`src/rtl/image_mgr_pkg.sv`:
```
// Shared types and constants for the ioctl image manager.
// IMAGE_MGR_CRC16_EN selects the CRC-16 fingerprint constants instead of the masked-sum ones.
package image_mgr_pkg;

  typedef enum logic [1:0] {
    TUTOR   = 2'd0,
    PYUTA   = 2'd1,
    PYUTAJR = 2'd2,
    UNKNOWN = 2'd3
  } variant_t;

  typedef enum logic [1:0] {
    ST_IDLE  = 2'd0,
    ST_WRITE = 2'd1,
    ST_GAP   = 2'd2
  } erase_state_t;

`ifdef IMAGE_MGR_CRC16_EN
  localparam bit USE_CRC = 1'b1;
`else
  localparam bit USE_CRC = 1'b0;
`endif

  localparam logic [15:0] CRC_POLY = 16'h1021;
  localparam logic [15:0] CRC_INIT = 16'hFFFF;

  localparam logic [15:0] SUM_TUTOR   = 16'h2E8E;
  localparam logic [15:0] SUM_PYUTA   = 16'h23D7;
  localparam logic [15:0] SUM_PYUTAJR = 16'h1127;

  localparam logic [15:0] CRC_TUTOR   = 16'h6A1C;
  localparam logic [15:0] CRC_PYUTA   = 16'hB3F2;
  localparam logic [15:0] CRC_PYUTAJR = 16'h59D0;

  localparam logic [15:0] HASH_INIT   = USE_CRC ? CRC_INIT : 16'h0000;
  localparam logic [15:0] KEY_TUTOR   = USE_CRC ? CRC_TUTOR : SUM_TUTOR;
  localparam logic [15:0] KEY_PYUTA   = USE_CRC ? CRC_PYUTA : SUM_PYUTA;
  localparam logic [15:0] KEY_PYUTAJR = USE_CRC ? CRC_PYUTAJR : SUM_PYUTAJR;

  // MSB-first CRC-16/CCITT update of one byte.
  function automatic logic [15:0] crc16_byte(input logic [15:0] crc, input logic [7:0] data);
    logic [15:0] c;
    c = crc ^ {data, 8'h00};
    for (int i = 0; i < 8; i++) begin
      c = c[15] ? ((c << 1) ^ CRC_POLY) : (c << 1);
    end
    return c;
  endfunction

  function automatic variant_t decode_variant(input logic [15:0] h);
    if (h == KEY_TUTOR)        return TUTOR;
    else if (h == KEY_PYUTA)   return PYUTA;
    else if (h == KEY_PYUTAJR) return PYUTAJR;
    else                       return UNKNOWN;
  endfunction

endpackage

```
`src/rtl/image_hash.sv`:
```
// Running system-ROM fingerprint: masked additive sum, or CRC-16/CCITT when
// IMAGE_MGR_CRC16_EN is defined.
module image_hash
  import image_mgr_pkg::*;
#(
  parameter logic [7:0] HASH_MASK = 8'h01
) (
  input  logic        clk_sys,
  input  logic        RESET,
  input  logic        clear,
  input  logic        strobe,
  input  logic [7:0]  data,
  output logic [15:0] hash
);

  logic [15:0] base;
  logic [15:0] next_hash;

  // A strobe in the same cycle as a clear folds into the freshly cleared value.
  assign base = clear ? HASH_INIT : hash;

`ifdef IMAGE_MGR_CRC16_EN
  assign next_hash = crc16_byte(base, data);
`else
  assign next_hash = base + {8'h00, data & HASH_MASK};
`endif

  always_ff @(posedge clk_sys) begin
    if (RESET)       hash <= '0;
    else if (strobe) hash <= next_hash;
    else if (clear)  hash <= HASH_INIT;
  end

endmodule

```
`src/rtl/ioctl_image_manager.sv`:
```
// Routes hps_io ioctl downloads into program RAM port B, fingerprints the system ROM,
// erases the cartridge region on eject and drives the console reset hold. Option: IMAGE_MGR_CRC16_EN.
module ioctl_image_manager
  import image_mgr_pkg::*;
#(
  parameter int                ADDR_W     = 17,
  parameter logic [7:0]        CART_IDX   = 8'd2,
  parameter logic [ADDR_W-1:0] CART_BASE  = 17'h10000,
  parameter int unsigned       CART_BYTES = 32'h10000,
  parameter bit                SWAP_BYTES = 1'b1,
  parameter logic [7:0]        HASH_MASK  = 8'h01,
  parameter int                RESET_HOLD = 255
) (
  input  logic              clk_sys,
  input  logic              RESET,
  input  logic              ioctl_download,
  input  logic [7:0]        ioctl_index,
  input  logic              ioctl_wr,
  input  logic [24:0]       ioctl_addr,
  input  logic [7:0]        ioctl_dout,
  input  logic              eject,
  output logic              ram_we,
  output logic [ADDR_W-1:0] ram_addr,
  output logic [7:0]        ram_din,
  output logic [15:0]       rom_hash,
  output logic              rom_valid,
  output logic [1:0]        system_type,
  output logic [ADDR_W-1:0] cart_size,
  output logic              erasing,
  output logic              core_reset
);

  localparam int                HOLD_W      = $clog2(RESET_HOLD + 1);
  localparam logic [HOLD_W-1:0] HOLD_RELOAD = HOLD_W'(RESET_HOLD);
  localparam logic [ADDR_W-1:0] CART_LAST   = CART_BASE + ADDR_W'(CART_BYTES - 1);
  localparam logic [ADDR_W-1:0] SWAP_MASK   = {{(ADDR_W-1){1'b0}}, SWAP_BYTES};

  erase_state_t      state;
  variant_t          variant;
  logic              dl_prev, eject_prev, rom_load;
  logic              dl_rise, dl_fall, eject_rise;
  logic              rom_sel, cart_ok;
  logic [ADDR_W-1:0] rom_addr, cart_addr, cart_end, size_base, erase_ptr;
  logic [HOLD_W-1:0] hold_cnt;

  assign dl_rise    = ioctl_download & ~dl_prev;
  assign dl_fall    = ~ioctl_download & dl_prev;
  assign eject_rise = eject & ~eject_prev;
  assign rom_sel    = (ioctl_index[7:1] == 7'd0);
  assign cart_ok    = (ioctl_index == CART_IDX) && (32'(ioctl_addr) < CART_BYTES);
  assign rom_addr   = ioctl_addr[ADDR_W-1:0] ^ SWAP_MASK;
  assign cart_addr  = (CART_BASE + ioctl_addr[ADDR_W-1:0]) ^ SWAP_MASK;
  assign cart_end   = ioctl_addr[ADDR_W-1:0] + ADDR_W'(1);
  assign size_base  = dl_rise ? '0 : cart_size;

  assign erasing     = (state != ST_IDLE);
  assign system_type = variant;
  assign rom_valid   = (variant != UNKNOWN);
  assign core_reset  = (hold_cnt != '0) || ioctl_download || erasing || !rom_valid;

  image_hash #(.HASH_MASK(HASH_MASK)) u_hash (
    .clk_sys (clk_sys),
    .RESET   (RESET),
    .clear   (dl_rise && rom_sel),
    .strobe  (ioctl_download && ioctl_wr && rom_sel),
    .data    (ioctl_dout),
    .hash    (rom_hash)
  );

  // An active download always owns the RAM port and kills any erase in flight.
  always_ff @(posedge clk_sys) begin
    if (RESET) begin
      dl_prev    <= 1'b0;
      eject_prev <= 1'b0;
      rom_load   <= 1'b0;
      state      <= ST_IDLE;
      erase_ptr  <= '0;
      variant    <= UNKNOWN;
      cart_size  <= '0;
      hold_cnt   <= HOLD_RELOAD;
      ram_we     <= 1'b0;
      ram_addr   <= '0;
      ram_din    <= '0;
    end else begin
      dl_prev    <= ioctl_download;
      eject_prev <= eject;
      ram_we     <= 1'b0;

      if (dl_rise) rom_load <= rom_sel;
      if (dl_fall && rom_load) variant <= decode_variant(rom_hash);

      if (ioctl_download || erasing) hold_cnt <= HOLD_RELOAD;
      else if (hold_cnt != '0)       hold_cnt <= hold_cnt - HOLD_W'(1);

      if (ioctl_download) begin
        state <= ST_IDLE;
        if (ioctl_wr && rom_sel) begin
          ram_we   <= 1'b1;
          ram_addr <= rom_addr;
          ram_din  <= ioctl_dout;
        end else if (ioctl_wr && cart_ok) begin
          ram_we    <= 1'b1;
          ram_addr  <= cart_addr;
          ram_din   <= ioctl_dout;
          cart_size <= (cart_end > size_base) ? cart_end : size_base;
        end else if (dl_rise && ioctl_index == CART_IDX) begin
          cart_size <= '0;
        end
      end else begin
        unique case (state)
          ST_IDLE: begin
            if (eject_rise) begin
              state     <= ST_WRITE;
              erase_ptr <= CART_BASE;
              cart_size <= '0;
              ram_we    <= 1'b1;
              ram_addr  <= CART_BASE;
              ram_din   <= 8'h00;
            end
          end
          ST_WRITE: state <= ST_GAP;
          ST_GAP: begin
            if (erase_ptr == CART_LAST) begin
              state <= ST_IDLE;
            end else begin
              state     <= ST_WRITE;
              erase_ptr <= erase_ptr + ADDR_W'(1);
              ram_we    <= 1'b1;
              ram_addr  <= erase_ptr + ADDR_W'(1);
              ram_din   <= 8'h00;
            end
          end
          default: state <= ST_IDLE;
        endcase
      end
    end
  end

endmodule

```
`config.mk`:
```
export PLATFORM = sky130hd
export DESIGN_NAME = ioctl_image_manager
export DESIGN_NICKNAME = d
export VERILOG_FILES = /design/src/rtl/image_mgr_pkg.sv /design/src/rtl/image_hash.sv /design/src/rtl/ioctl_image_manager.sv
export SDC_FILE = /design/constraint.sdc
export NUM_CORES = 1
export LEC_CHECK = 0
export ABC_AREA = 1
export ABC_CLOCK_PERIOD_IN_PS = 2400
export CAP_MARGIN = 10
export CORE_MARGIN = 3
export CORE_UTILIZATION = 47
export CTS_CLUSTER_SIZE = 28
export DETAILED_ROUTE_END_ITERATION = 8
export GPL_TIMING_DRIVEN = 1
export PLACE_DENSITY_LB_ADDON = 0.1
export SYNTH_ARGS = -nofsm -noshare
export SYNTH_HDL_FRONTEND = slang
export SYNTH_SLANG_ARGS = --single-unit
```
`constraint.sdc`:
```
create_clock -name clk_sys -period 2.4 [get_ports clk_sys]
set_input_delay 0.24 -clock clk_sys [delete_from_list [all_inputs] [get_ports clk_sys]]
set_output_delay 0.24 -clock clk_sys [all_outputs]
set_load 0.01 [all_outputs]
```
==> results of run 1 <==
## worst paths after layout
check | from | endpoint | slack [ns] | cells after the start
worst max-delay path | ioctl_addr[0] | cart_size[10] | -0.01 | 18
worst max register to register | dl_prev | cart_size[10] | 0 | 13
worst min register to register | hold_cnt[0] | hold_cnt[0] | 0.47 | 2
worst min-delay path | ioctl_addr[1] | ram_addr[1] | 0.22 | 3
## critical path, cell delays in order
cell     delay [ns]
buf_8          0.09
ha_4           0.13
nand2_2        0.05
inv_2          0.05
nand4_1        0.22
inv_2          0.19
nand3_2        0.09
nand2_2        0.10
inv_1          0.08
ha_4           0.27
nand4_1        0.13
nor2_4         0.16
nand4_1        0.16
nand3_4        0.25
nand2_8        0.12
nand2_1        0.13
nand3_2        0.10
a21oi_1        0.14
## sequential cells by signal (all words and copies together) (netlist names)
register     flops
ram_we           1
cart_size       17
system_type      2
hold_cnt         8
ram_din          8
ram_addr        17
eject_prev       1
erase_ptr       17
rom_load         1
dl_prev          1
state            2
u_hash.hash     16
## cell usage after synthesis (4+ instances only)
cell	number	share of area, %
o21ai_0	69	6.2
ha_1	23	5.2
buf_6	7	1.4
nor2_2	7	0.79
inv_1	86	5.8
nor2_4	5	1.0
nor4_1	7	0.79
a21oi_1	62	5.6
nor2_1	94	6.4
nand4_1	10	1.1
clkbuf_1	11	0.74
inv_2	4	0.27
buf_2	7	0.63
nand4_2	4	0.90
nand3_1	85	7.7
nor3_1	15	1.4
dfxtp_1	91	33
nand2_1	212	14
## report_power, final
part	internal, mW	total (mW)	switching [mW]
sequential	1.57	1.61	0.0452
combinational	0.355	0.756	0.402
clock	0.768	1.41	0.645
total	2.69	3.78	1.09
## area by class of cell
type                    instances  area (sq um)  area share [%]
clock buffers                  12         256.5           3.030
clock inverters                 4         31.28          0.3695
inverters                      95         367.9           4.346
multi-input cells             633          3850           45.48
flip-flops and latches         91          1828           21.60
well taps                     143         178.9           2.114
repair buffers                221          1952           23.06
## cells by family (layout without fill, tap and decap cells)
group                      count (synthesis)  in the layout  share of synthesized area [%]
xor gates and xnor gates                   5              5                         0.7884
and+or+nand+nor                          457            459                          37.70
DFF                                       91             91                          32.79
AOI/OAI and AO/OA                        145            145                          13.76
buffers and inverters                    123            332                          9.595
adders and majority gates                 23             23                          5.180
muxes                                      1              1                         0.1802
## repair_timing
item	CTS	global route
resized for setup	102	151
setup endpoints to repair	61	61
buffers inserted	14	6
gates cloned	3	1
pin swaps	26	60
hold buffers	0	0
## layer usage
metal  track usage, %  wire length (um)
met5                0                 0
met4            10.09               513
met3            4.017              1047
met2            46.68              9423
met1            31.75              7382
## stage by stage
stage	worst slack (ns)	hold WS (ns)
2_1_floorplan	0.01877	0.3713
3_3_place_gp	-0.5487	0.4385
3_5_place_dp	-0.6940	0.4511
4_1_cts	-0.1154	0.2749
5_1_grt	-0.1011	0.2422
6_report	-0.01341	0.2218
==> reports/results.ini, run 1 <==
[grt]
antenna_found_initial = 0
grt_usage_pct = 26.22
grt_pass1_wl_um = 27950
overflow = 0
grt_pass1_vias = 5951
grt_max_degree = 36

[sta]
setup_tns_ns = -0.01341
finalSetupViolations = 1
post-route-period-util_pct = 100.6
maxSlewHeadroom_pct = 48.38
hold_violations = 0
rsz0062_at_grt = true
post-route-min-period_ns = 2.413
postLayoutSetupSlackWorst_ns = -0.01341
drv_slew = 0
skew_ns = 0.008490
fmax_mhz = 414.4
tightestPinTransition_ns = 0.7742

[place]
hpwlAfterDp_um = 12630
dp_cells = 1159
numPortBuffers = 109
gp_congestion = 0.8659
place_area_sq_mm = 0.007343

[layout]
fill_cells = 909
final_cell_mix = nand2_1 (180), buf_4 (100), clkdlybuf4s50_1 (91)
stdcell_count = 1199
final_util_pct = 73.81
final_common_cell = nand2_1
final_area_sq_mm = 0.008464
n_antenna_cell = 0
drive_gt1_share_pct = 29.64
num-nets-final = 1120
areaGrowthSynthToFinish_pct = 52.36

[synth]
synth_edf_count = 0
syn_nets = 914
synthFlopType = dfxtp_1
async_flop_share_pct = 0
yosysWarnings = 0
synthCells = 845
seq_area_frac_synth_pct = 32.79
synth_cell_type_count = 46
syn_area_per_cell_sq_um = 6.574
syn-cell-area_sq_mm = 0.005555
synth-seq-cells = 91

[detailed_routing]
wire_per_inst_um = 15.32
drt-total-wl_um = 18370
drt_iter0_drc = 598
drt_pass1_iterations = 5
vias = 6556
route.antenna.remaining_nets = 0
route.detailed.drc = 0
vias_per_cell = 5.468

[clock_tree]
htreeDepth = 3
cts_tree = done
clockBufferDepth = 2
path_clk_slew_ns = 0.07
root_buffer = clkbuf_16
insertion_delay_ns = 0.35
cts_sinks = 91
numCtsBuffers = 9

[critical_path]
endpoint_kind = register
path_class = input port to register
crit_required_ns = 2.68
critPathMaxFanout = 8
crit_path_start_kind = input port
crit_arrival_ns = 2.69

[outcome]
status = finished with violations
failed_checks = negative setup slack

[floorplan]
rows = 39
die_h_um = 114.7
initial_utilization_pct = 48.45
die_x_um = 114.7
core_area_sq_mm = 0.01147
dieArea_sq_mm = 0.01316
ioPinCount = 110

[worst_hold_path]
hold_path.class = input port to register

[flow_run]
max-cap-violations = 0

[pwr]
finalPower_mw = 3.782
powerDensity_mw_per_mm2 = 446.8
p_leak_nw = 3.663
peakVddDrop_v = 0.0003849

(Power assumes the default switching activity.)
==> run 2, diff against run 1 <==
- SLEW_MARGIN: not set -> 40
==> results of run 2 <==
Same layout as run 1: the final DEF is identical, and so are final timing and power.
